$ cat config.mk
export PLATFORM = sky130hd
export DESIGN_NAME = multi_pulse_gen
export DESIGN_NICKNAME = d
export VERILOG_FILES = /design/src/rtl/multi_pulse_gen.sv
export SDC_FILE = /design/constraint.sdc
export NUM_CORES = 1
export LEC_CHECK = 0
export BUFFER_PORTS_ARGS = -buffer_cell sky130_fd_sc_hd__buf_2
export CORE_MARGIN = 2
export CORE_UTILIZATION = 40
export DETAILED_ROUTE_END_ITERATION = 8
export GPL_ROUTABILITY_DRIVEN = 0
export PLACE_DENSITY = 0.61
export SLEW_MARGIN = 20
export SYNTH_ARGS = -nofsm -noshare
export SYNTH_HDL_FRONTEND = slang
export SYNTH_SLANG_ARGS = --single-unit
$ cat constraint.sdc
create_clock -name clk -period 6.5 [get_ports clk]
set_input_delay 1.3 -clock clk [delete_from_list [all_inputs] [get_ports clk]]
set_output_delay 1.3 -clock clk [all_outputs]
set_load 0.005 [all_outputs]
$ cat src/rtl/multi_pulse_gen.sv
// multi_pulse_gen: N_CH independent trigger channels. Each channel synchronises
// its asynchronous trigger, detects the edge selected by the shared mode input,
// emits a registered pulse of programmable length and then holds off for a
// programmable number of cycles before accepting another trigger.
// Optional build macro: MULTI_PULSE_RETRIGGER_EN -- when defined, a qualifying
// edge during the pulse restarts the pulse count (pulse stays high, extended).
module multi_pulse_gen #(
  parameter int N_CH        = 4,
  parameter int LEN_W       = 16,
  parameter int SYNC_STAGES = 2
) (
  input  logic             clk,
  input  logic             resetn,
  input  logic [N_CH-1:0]  trig,
  input  logic [1:0]       mode,
  input  logic [LEN_W-1:0] pulse_len,
  input  logic [LEN_W-1:0] holdoff,
  output logic [N_CH-1:0]  pulse,
  output logic [N_CH-1:0]  busy
);

  typedef enum logic [1:0] {
    ST_IDLE    = 2'd0,
    ST_PULSE   = 2'd1,
    ST_HOLDOFF = 2'd2
  } state_t;

  // Shared reload values: a zero pulse length behaves as one cycle.
  logic [LEN_W-1:0] w_len_m1;
  logic [LEN_W-1:0] w_hold_m1;
  assign w_len_m1  = (pulse_len == '0) ? '0 : (pulse_len - LEN_W'(1));
  assign w_hold_m1 = holdoff - LEN_W'(1);

  for (genvar g = 0; g < N_CH; g++) begin : g_ch
    logic [SYNC_STAGES-1:0] r_sync;
    logic                   r_prev;
    state_t                 r_state;
    state_t                 w_state_nxt;
    logic [LEN_W-1:0]       r_cnt;
    logic [LEN_W-1:0]       w_cnt_nxt;
    logic                   r_pulse;
    logic                   w_pulse_nxt;
    logic                   r_busy;
    logic                   w_s;
    logic                   w_rise;
    logic                   w_fall;
    logic                   w_edge;

    // Synchroniser chain plus edge-history flop; prev tracks s even when disabled
    always_ff @(posedge clk or negedge resetn) begin
      if (!resetn) begin
        r_sync <= '0;
        r_prev <= 1'b0;
      end else begin
        r_sync <= {r_sync[SYNC_STAGES-2:0], trig[g]};
        r_prev <= w_s;
      end
    end

    assign w_s    = r_sync[SYNC_STAGES-1];
    assign w_rise = w_s & ~r_prev;
    assign w_fall = ~w_s & r_prev;

    // Qualifying edge selected by the shared mode input
    always_comb begin
      w_edge = 1'b0;
      case (mode)
        2'b00:   w_edge = w_rise;
        2'b01:   w_edge = w_fall;
        2'b10:   w_edge = w_rise | w_fall;
        default: w_edge = 1'b0;
      endcase
    end

    // Next-state, counter and pulse logic for the channel FSM
    always_comb begin
      w_state_nxt = r_state;
      w_cnt_nxt   = r_cnt;
      w_pulse_nxt = r_pulse;
      case (r_state)
        ST_IDLE: begin
          w_pulse_nxt = 1'b0;
          if (w_edge) begin
            w_state_nxt = ST_PULSE;
            w_cnt_nxt   = w_len_m1;
            w_pulse_nxt = 1'b1;
          end
        end
        ST_PULSE: begin
          w_pulse_nxt = 1'b1;
`ifdef MULTI_PULSE_RETRIGGER_EN
          if (w_edge) begin
            w_cnt_nxt = w_len_m1;
          end else if (r_cnt != '0) begin
            w_cnt_nxt = r_cnt - LEN_W'(1);
          end else if (holdoff == '0) begin
            w_state_nxt = ST_IDLE;
            w_pulse_nxt = 1'b0;
          end else begin
            w_state_nxt = ST_HOLDOFF;
            w_pulse_nxt = 1'b0;
            w_cnt_nxt   = w_hold_m1;
          end
`else
          if (r_cnt != '0) begin
            w_cnt_nxt = r_cnt - LEN_W'(1);
          end else if (holdoff == '0) begin
            w_state_nxt = ST_IDLE;
            w_pulse_nxt = 1'b0;
          end else begin
            w_state_nxt = ST_HOLDOFF;
            w_pulse_nxt = 1'b0;
            w_cnt_nxt   = w_hold_m1;
          end
`endif
        end
        ST_HOLDOFF: begin
          w_pulse_nxt = 1'b0;
          if (r_cnt != '0) begin
            w_cnt_nxt = r_cnt - LEN_W'(1);
          end else begin
            w_state_nxt = ST_IDLE;
          end
        end
        default: begin
          w_state_nxt = ST_IDLE;
          w_cnt_nxt   = '0;
          w_pulse_nxt = 1'b0;
        end
      endcase
    end

    // State, counter and registered outputs; busy follows the next state
    always_ff @(posedge clk or negedge resetn) begin
      if (!resetn) begin
        r_state <= ST_IDLE;
        r_cnt   <= '0;
        r_pulse <= 1'b0;
        r_busy  <= 1'b0;
      end else begin
        r_state <= w_state_nxt;
        r_cnt   <= w_cnt_nxt;
        r_pulse <= w_pulse_nxt;
        r_busy  <= (w_state_nxt != ST_IDLE);
      end
    end

    assign pulse[g] = r_pulse;
    assign busy[g]  = r_busy;
  end : g_ch

endmodule

==> reports/qor.yml <==
status: "finished, final reports clean"
area_growth_pct: 8.91
critPathBufInv: 3
antennaDiodeCount: 0
wl_mm: 23.9
critical-path-slowest-cell: "or4b_1"
die_area_mm2: 0.0187
final-hold-violation-count: 0
slew_violations: 0
cp-start-kind: "primary input"
rows: 48
finalSetupViolCount: 0
fin_crit_sh_pct: 63.8
die-height_um: 137
dp_hpwl_mm: 17.4
synth.net_count: 985
drc: 0
slew_headroom_pct: 33.7
grt_usage_pct: 26.2
end_kind: "flop"
finalPower_mw: 2.45
core_mm2: 0.0172
crit_arrival_ps: 4410
syn_inst: 926
clk_path_buf_depth: 2
vias_per_cell: 6.27
routedWlPerCell_um: 20.5
clk_transition_reported_paths_ps: 70
h-tree-depth: 3
synth_edf_count: 0
crit_required_ps: 6760
fin_nets: 997
drive_above_1_share_pct: 8.91
p_leak_nw: 2.99
ir_drop_mv: 0.188
detail_route.first_pass.iterations: 5
numPortBuffers: 47
clkLatencyLatePin_ps: 370
synth_area_mm2: 0.00703
grt_max_degree: 58
syn_area_per_cell_um2: 7.59
die_x_um: 137
synth_seq_area_share_pct: 32.7
r2r_cells: 7
r2r_end: "g_ch[3].r_cnt[15]$_DFFE_PN0P_"
cts_resized: 0
cap_violations: 0
slowest_delay_ps: 620
ctsHoldBuffers: 0
hold_end: "g_ch[0].r_sync[1]$_DFF_PN0_"
cts_setup_buffers: 0
synth-async-reset-ratio_pct: 100
path_class: "primary input to flop"
worstReg2RegStart: "g_ch[3].r_cnt[5]$_DFFE_PN0P_"
reg2reg_slack_ps: 3010
synth.distinct_cells: 68
ys.flop_type: "dfrtp_1"
skew_ps: 6.86
drtIter0Drc: 866
yosys_register_bits: 92
worstHoldStart: "g_ch[0].r_sync[0]$_DFF_PN0_"
start_util_pct: 40.8
worstMarginPinSlew_ps: 985
crit_top_cell: "inv_1"
fill_cells: 1705
grt_pass1_vias: 6641
cts-root-buf: "clkbuf_16"
critical_path.top_delay_family: "simple AND/OR/NAND/NOR gates"
yosysWarnings: 0
grt-ovfl-total: 0
via_count: 7329
grt_pass1_wl_mm: 37.3
antenna_found_initial: 0
startpoint: "holdoff[0]"
cts_tree: "built"
crit_path_max_fanout: 16
p_per_area_mw_per_mm2: 320
fmax_ghz: 0.241
num_io_pins: 48
fin_crit_ps: 4150
antenna_left: 0
cts_buffers: 9
path_cells: "buf_2, inv_1, ha_1, or4b_1, or4_1, nor2_1, a21o_1, a221o_1, inv_1, a22o_1"
tns_ps: 0
whs_ps: 350
hp-class: "flop to flop"
rsz0062_at_grt: "no"
hold_depth: 0
cts.sink_count: 92
-- final cells by class --
| cell class | count | area, um^2 | area share (%) |
|---|---|---|---|
| clock buffer | 9 | 225 | 2.94 |
| clock inverter | 7 | 75.1 | 0.980 |
| inverter | 37 | 139 | 1.81 |
| multi-input combinational | 747 | 4370 | 57.0 |
| sequential | 92 | 2300 | 30.1 |
| tap | 225 | 282 | 3.68 |
| timing repair buffer | 51 | 268 | 3.50 |
-- placed cells by master, fill, tap and decap left out, types with 5 or more instances in the layout --
cell       synthesis  routed
and2_1             6       6
a21oi_1           48      48
nand2b_1          11      11
nand4_1           10      10
ha_1              19      19
nor3b_1            7       7
o22ai_1           38      38
and3_1             5       5
a211oi_1          13      13
nor2_1           108     108
a221oi_1           9       9
nor3_1            43      43
or2_2              8       8
nand2_1           90      90
o21ai_0          120     119
clkbuf_16          0       9
inv_1             36      36
xor2_1            12      12
nand3_1           30      30
mux2i_1           13      13
xnor2_1           24      24
buf_2              4      46
dfrtp_1           92      92
nor4_1            14      14
or3_1             15      15
buf_4              8       5
or4_1             11      11
nor2b_1            7       7
a31oi_1           13      13
-- Yosys cell counts (9+ instances only) --
library cell | instances | area (um^2)
nand3_1 | 30 | 150
nor2_1 | 108 | 405
a221oi_1 | 9 | 78.8
nor3_1 | 43 | 215
mux2i_1 | 13 | 130
xor2_1 | 12 | 105
ha_1 | 19 | 238
or4_1 | 11 | 82.6
clkbuf_1 | 33 | 124
o21ai_0 | 120 | 601
inv_1 | 36 | 135
a21oi_1 | 48 | 240
o22ai_1 | 38 | 238
dfrtp_1 | 92 | 2300
nor4_1 | 14 | 87.6
nand4_1 | 10 | 62.6
nand2_1 | 90 | 338
a211oi_1 | 13 | 97.6
a31oi_1 | 13 | 81.3
xnor2_1 | 24 | 210
or3_1 | 15 | 93.8
nand2b_1 | 11 | 68.8
-- flip-flops by register name (all words and copies together), names as in the netlist --
name and flops:
g_ch.r_pulse 4, g_ch.r_busy 4, g_ch.r_cnt 64, g_ch.r_state 8, g_ch.r_prev 4, g_ch.r_sync 8
-- per-layer routing --
metal,track usage (%),routed length [um]
met4,13.1,993
met2,39.9,10600
met5,0,0
met3,4.85,1870
met1,35.7,10400
-- cell families (layout without fill, tap and decap cells) --
group / count (synthesis) / after routing / share of synthesized area [%]
buffers and inverters: 87 / 104 / 5.14
DFF: 92 / 92 / 32.7
adders and majority gates: 19 / 19 / 3.38
AOI/OAI and AO/OA: 294 / 294 / 25.5
muxes: 14 / 14 / 2.01
and+or+nand+nor: 384 / 384 / 26.8
xor gates and xnor gates: 36 / 36 / 4.48
-- stage by stage --
step | setup slack (ps) | util, % | instances | cell area (um^2)
global placement | 2100 | 42.7 | 1152 | 7360
detailed placement | 1990 | 42.7 | 1152 | 7360
floorplan | 2650 | - | 926 | 7030
CTS | 2370 | 44.4 | 1168 | 7660
global route | 2090 | 44.4 | 1168 | 7660
finish | 2350 | 44.4 | 1168 | 7660
-- power breakdown --
group / total, mW / internal [mW] / switching [mW]
combinational: 0.883 / 0.367 / 0.516
clock: 0.554 / 0.300 / 0.255
sequential: 1.01 / 0.776 / 0.237
total: 2.45 / 1.44 / 1.01
-- how the worst max path moves through the flow --
stage	to	slack, ps	depth (start not counted)
6_report	g_ch[2].r_cnt[1]$_DFFE_PN0P_	2350	10
5_1_grt	g_ch[2].r_cnt[1]$_DFFE_PN0P_	2090	10
4_1_cts	g_ch[2].r_cnt[1]$_DFFE_PN0P_	2370	10
3_5_place_dp	g_ch[2].r_cnt[1]$_DFFE_PN0P_	1990	10
3_3_place_gp	g_ch[2].r_cnt[1]$_DFFE_PN0P_	2100	10
2_1_floorplan	g_ch[1].r_cnt[11]$_DFFE_PN0P_	2650	11
Power figures use the tool's default switching activity.
